===== config.mk =====
export PLATFORM = sky130hd
export DESIGN_NAME = seq_multiplier
export DESIGN_NICKNAME = d
export VERILOG_FILES = /design/src/rtl/seq_multiplier.sv
export SDC_FILE = /design/constraint.sdc
export NUM_CORES = 1
export LEC_CHECK = 0
export CORE_ASPECT_RATIO = 0.9
export CORE_MARGIN = 5
export CORE_UTILIZATION = 45
export DETAILED_ROUTE_END_ITERATION = 7
export GPL_ROUTABILITY_DRIVEN = 0
export GPL_TIMING_DRIVEN = 0
export PLACE_DENSITY = 0.73
export SYNTH_ARGS = -nofsm -noshare
export SYNTH_HDL_FRONTEND = slang
export SYNTH_SLANG_ARGS = --single-unit

===== constraint.sdc =====
create_clock -name clk -period 5.4 [get_ports clk]
set_clock_uncertainty 0.2 [all_clocks]
set_input_delay 1.35 -clock clk [delete_from_list [all_inputs] [get_ports clk]]
set_output_delay 1.35 -clock clk [all_outputs]
set_load 0.01 [all_outputs]

===== src/rtl/seq_multiplier.sv =====
// Multi-cycle shift-add multiplier: WIDTH x WIDTH -> 2*WIDTH, signed or unsigned per operation,
// retiring BITS_PER_CYCLE multiplier bits per clock, with valid/ready handshakes on both sides.
module seq_multiplier #(
  parameter int WIDTH          = 16,
  parameter int BITS_PER_CYCLE = 1
) (
  input  logic                 clk,
  input  logic                 rst,
  input  logic                 in_valid,
  output logic                 in_ready,
  input  logic [WIDTH-1:0]     a,
  input  logic [WIDTH-1:0]     b,
  input  logic                 is_signed,
  output logic                 out_valid,
  input  logic                 out_ready,
  output logic [2*WIDTH-1:0]   product,
  output logic                 busy
);

  localparam int N     = WIDTH / BITS_PER_CYCLE;
  localparam int PW    = 2 * WIDTH;
  localparam int CNT_W = (N > 1) ? $clog2(N) : 1;

  generate
    if ((WIDTH < 2) || (BITS_PER_CYCLE < 1) || (WIDTH % BITS_PER_CYCLE != 0)) begin : g_param_check
      $error("seq_multiplier: BITS_PER_CYCLE must divide WIDTH and WIDTH must be >= 2");
    end
  endgenerate

  typedef enum logic [1:0] {
    IDLE = 2'd0,
    BUSY = 2'd1,
    DONE = 2'd2
  } state_t;

  state_t             state_reg, state_next;
  logic [PW-1:0]      acc_reg;
  logic [PW-1:0]      mcand_reg;
  logic [WIDTH-1:0]   mplier_reg;
  logic               neg_reg;
  logic [CNT_W-1:0]   cnt_reg;
  logic [PW-1:0]      product_reg;

  logic               a_neg, b_neg;
  logic [WIDTH-1:0]   a_mag, b_mag;
  logic [PW-1:0]      acc_next;
  logic [PW-1:0]      final_next;
  logic               last_step;
  logic [BITS_PER_CYCLE-1:0][PW-1:0] terms;

  // Magnitudes as WIDTH-bit unsigned: -2^(WIDTH-1) maps exactly to 2^(WIDTH-1).
  assign a_neg = is_signed & a[WIDTH-1];
  assign b_neg = is_signed & b[WIDTH-1];
  assign a_mag = a_neg ? -a : a;
  assign b_mag = b_neg ? -b : b;

  // One partial product per retired multiplier bit; the multiplicand register
  // is pre-shifted each cycle so these are fixed-offset taps.
  genvar gi;
  generate
    for (gi = 0; gi < BITS_PER_CYCLE; gi++) begin : g_term
      assign terms[gi] = mplier_reg[gi] ? (mcand_reg << gi) : '0;
    end
  endgenerate

  always_comb begin
    acc_next = acc_reg;
    for (int i = 0; i < BITS_PER_CYCLE; i++) begin
      acc_next = acc_next + terms[i];
    end
  end

  assign final_next = neg_reg ? -acc_next : acc_next;
  assign last_step  = (cnt_reg == CNT_W'(N - 1));
  assign product    = product_reg;

  always_ff @(posedge clk or posedge rst) begin
    if (rst) begin
      state_reg <= IDLE;
    end else begin
      state_reg <= state_next;
    end
  end

  always_comb begin
    state_next = state_reg;
    in_ready   = 1'b0;
    out_valid  = 1'b0;
    busy       = 1'b0;
    unique case (state_reg)
      IDLE: begin
        in_ready = 1'b1;
        if (in_valid) state_next = BUSY;
      end
      BUSY: begin
        busy = 1'b1;
        if (last_step) state_next = DONE;
      end
      DONE: begin
        busy      = 1'b1;
        out_valid = 1'b1;
        if (out_ready) state_next = IDLE;
      end
      default: state_next = IDLE;
    endcase
  end

  always_ff @(posedge clk or posedge rst) begin
    if (rst) begin
      acc_reg     <= '0;
      mcand_reg   <= '0;
      mplier_reg  <= '0;
      neg_reg     <= 1'b0;
      cnt_reg     <= '0;
      product_reg <= '0;
    end else begin
      unique case (state_reg)
        IDLE: begin
          if (in_valid) begin
            acc_reg    <= '0;
            mcand_reg  <= {{WIDTH{1'b0}}, a_mag};
            mplier_reg <= b_mag;
            neg_reg    <= a_neg ^ b_neg;
            cnt_reg    <= '0;
          end
        end
        BUSY: begin
          acc_reg    <= acc_next;
          mcand_reg  <= mcand_reg << BITS_PER_CYCLE;
          mplier_reg <= mplier_reg >> BITS_PER_CYCLE;
          cnt_reg    <= cnt_reg + CNT_W'(1);
          if (last_step) product_reg <= final_next;
        end
        default: begin
        end
      endcase
    end
  end

endmodule

==> flow_summary.rst <==
.. list-table::
   :header-rows: 1

   * - Metric
     - Value
   * - Result of the run
     - complete, no violations
   * - CTS Hold Bufs
     - 0
   * - PD cells
     - 463 nW/um2
   * - Violation count after the first detailed-route iteration
     - around 630
   * - Worst Setup Slack, final
     - 296 ps
   * - Total via count after detailed routing
     - 7507
   * - Tightest hold margin
     - around 280 ps
   * - Clock-pin slew on the worst setup and hold paths
     - roughly 50 ps
   * - Netlist cell types
     - slightly below 70
   * - Peak per-stage delay on the critical path
     - 600 ps
   * - Dominant cell type by area after synthesis
     - sky130_fd_sc_hd__dfrtp_1
   * - Syn Nets
     - between 1000 and 1500
   * - CP bufs+invs
     - 1
   * - Height of the chip
     - ~140 um
   * - CTS tree
     - yes
   * - Antenna violations before repair
     - 0
   * - Number of warning messages in the yosys log
     - 0
   * - Worst Path Arrival
     - 5200 ps
   * - Setup_tns
     - 0 ps
   * - Root Buffer
     - sky130_fd_sc_hd__clkbuf_16
   * - Peak supply drop
     - 270 uV
   * - Total Die Area
     - 21000 um2
   * - Clock latency reported for the late side of the worst-skew pair
     - 430 ps
   * - Number of placed I/O pins
     - 72
   * - Worst slew slack as a fraction of its limit
     - 31.4%
   * - Area inside the core boundary
     - 17800 um2
   * - Total grt overflow
     - 0
   * - Net count of the finished layout
     - ~1100
   * - Number of global-route vias before repair
     - 6965
   * - Global routing usage summed across all routing layers
     - 20.2%
   * - Via count normalized by instance count
     - 5.67
   * - Post-CTS setup buffers
     - 0
   * - CTS sink count
     - 119
   * - Part of the cycle the worst path needs
     - 94.5%
   * - Port Buffers
     - 70
   * - Max-capacitance violation count
     - 0
   * - Slowest stage cell, crit path
     - sky130_fd_sc_hd__or4b_4
   * - Post-CTS sizing
     - 0
   * - Share of the synthesized area in the top cell type
     - 36.3%
   * - Endpoints failing setup
     - 0
   * - Post-Synthesis Mean Instance Area
     - 8.37 um2
   * - Global routing met3 resource utilization
     - 4.15%
   * - Detailed-router iteration count before antenna repair
     - 5
   * - Horizontal die dimension
     - 152 um
   * - Largest net degree at the start of global routing
     - 70
   * - Remaining antenna violation count after routing
     - 0
   * - Number of CTS-inserted buffers
     - 17
   * - Routed len/inst
     - 16.2 um
   * - Critical-path cell list
     - clkbuf_1, and2_1, ha_1, fa_1, nand3_1, a21oi_2, o2111a_1, or3_1, a221o_1, or4_4, or4b_4, o41ai_1, xor2_1, o21ai_1
   * - Max-slew violation total from the final report
     - 0
   * - Startpoint-to-endpoint class of the critical path
     - register to register
   * - Finished Cell Area
     - 9810 um2
   * - Seq/Total Area, Yosys
     - between 30% and 40%
   * - RSZ-0062 raised after global routing
     - false
   * - Synthesis-to-layout area growth
     - 19.6%
   * - Post-detailed-route DRC marker count
     - 0
   * - F_max
     - slightly below 200 MHz
   * - Num rows
     - 46
   * - Met1 capacity usage during global routing
     - around 29%
   * - Synth top area cells
     - sky130_fd_sc_hd__dfrtp_1 36%, sky130_fd_sc_hd__o21ai_0 7.6%, sky130_fd_sc_hd__ha_1 5.8%
   * - Core Util, Final
     - 55.2%
   * - Peak fanout along the critical path
     - 10
   * - Top_reg_cell synth
     - sky130_fd_sc_hd__dfrtp_1
   * - Data required, critical path
     - 5490 ps
   * - Aggregate routed wire length
     - 21400 um
   * - Share of final-layout standard cells stronger than drive strength 1
     - 5.08%
   * - Maximum buffer depth of the clock tree
     - 2
   * - First-pass GRT wire length
     - 35200 um
   * - Leakage power
     - ~4.2 nW
   * - Number of hold violations in the final report
     - 0
   * - Family with the most delay on the worst path
     - simple AND/OR/NAND/NOR gates
   * - Half-perimeter wire length of the detailed placement result
     - 16300 um
   * - H-tree depth reported by CTS
     - 4
   * - Kind of start point of the critical path
     - register
   * - Fraction of met2 tracks used by global routing
     - ~31%
   * - Worst Tran Pin Value
     - 1000 ps
   * - Final Critical Period
     - 5100 ps
   * - Synthesized flop and latch total
     - 119
   * - Gate Count Post-Synth
     - 980
   * - GR peak layer
     - met2
   * - Starting density of the core
     - 46.1%
   * - Hold WC Path Type
     - register to register
   * - Crit end category
     - register
   * - Async S/R FF share, synth
     - 100%
   * - Most frequently used cell type in the post-synthesis netlist
     - sky130_fd_sc_hd__nand2_1
   * - EDFF count, synth
     - 0
   * - Worst slack after detailed placement
     - roughly 270 ps
   * - Cell area after placement
     - 9240 um2
   * - Netlist area before placement
     - 8200 um2
   * - Diodes inserted
     - 0
   * - Top cells by count, synth
     - 126 x sky130_fd_sc_hd__nand2_1, 124 x sky130_fd_sc_hd__o21ai_0, 119 x sky130_fd_sc_hd__dfrtp_1
==> kinds of logic after synthesis <==
logic type,share of synthesized area (%)
AO/OA/AOI/OAI,26.4
adder cells (fa/ha/maj),6.04
AND/OR/NAND/NOR,19.3
multiplexers,0.915
flip-flops,36.3
buffers and inverters,4.00
XOR/XNOR,7.05
==> area by class of cell <==
class	instances	area [um2]
tap	240	300
timing repair buffer	71	728
clock buffer	21	470
inverter	24	95.1
sequential	119	2980
clock inverter	11	100
buffer	59	238
multi-input combinational	778	4900
fill	1656	7970
==> path summary, 6_finish.rpt <==
path | startpoint | end | slack [ps] | cells after the start
worst max-delay path | mplier_reg[0] | product[31] | 300 | 14
worst min-delay path | product[0] | product[0] | 280 | 2
worst max register to register | mplier_reg[0] | product[31] | 300 | 14
worst min register to register | product[0] | product[0] | 280 | 2
max in group asynchronous | rst | mcand_reg[26] | 3180 | 3
min in group asynchronous | rst | acc_reg[0] | 1120 | 2
==> routing by layer <==
layer | share of wire, % | up-vias
li1 | - | 3734
met5 | 0 | -
met1 | 49 | 3541
met4 | 1.5 | 0
met2 | 44 | 205
met3 | 5.9 | 27
==> placed cells by master (no fill, tap or decap), types with 5 or more instances in the layout <==
cell                              count
sky130_fd_sc_hd__nor2_1              44
sky130_fd_sc_hd__inv_1               23
sky130_fd_sc_hd__o31ai_1             11
sky130_fd_sc_hd__clkinvlp_4           5
sky130_fd_sc_hd__nor4_1               9
sky130_fd_sc_hd__ha_1                38
sky130_fd_sc_hd__nor3_1              20
sky130_fd_sc_hd__nand2b_1             9
sky130_fd_sc_hd__nand2_1            126
sky130_fd_sc_hd__clkdlybuf4s50_1     70
sky130_fd_sc_hd__clkbuf_16           17
sky130_fd_sc_hd__o21ai_0            124
sky130_fd_sc_hd__a21oi_1             87
sky130_fd_sc_hd__a21o_1              17
sky130_fd_sc_hd__o211ai_1             5
sky130_fd_sc_hd__a22o_1              39
sky130_fd_sc_hd__o21a_1               6
sky130_fd_sc_hd__nand4_1             11
sky130_fd_sc_hd__and2_1              40
sky130_fd_sc_hd__or3_1               20
sky130_fd_sc_hd__dfrtp_1            119
sky130_fd_sc_hd__clkbuf_1            52
sky130_fd_sc_hd__xor2_1              30
sky130_fd_sc_hd__a31oi_1              8
sky130_fd_sc_hd__xnor2_1             36
sky130_fd_sc_hd__nand3_1             16
==> power breakdown <==
part	leakage, nW	total, W	internal [W]	switching (W)
logic	2.35	0.00219	0.000797	0.00139
clock network	0.267	0.00109	0.000666	0.000428
registers	1.60	0.00126	0.00111	0.000157
total	4.22	0.00454	0.00257	0.00197
==> per-stage QoR <==
stage | power (W) | std cells
detailed placement | 0.00343 | 1291
floorplan | 0.00284 | 980
global placement | 0.00337 | 1290
CTS | 0.00453 | 1323
finish | 0.00454 | 1323
global route | 0.00489 | 1323
==> tightest hold or removal path: cells and delay by family (launching register included) <==
family,cells,cell delay [ps]
flops,1,340
compound gates,1,60
simple gates,1,40
Note: power is estimated with default switching activity, not from simulation.
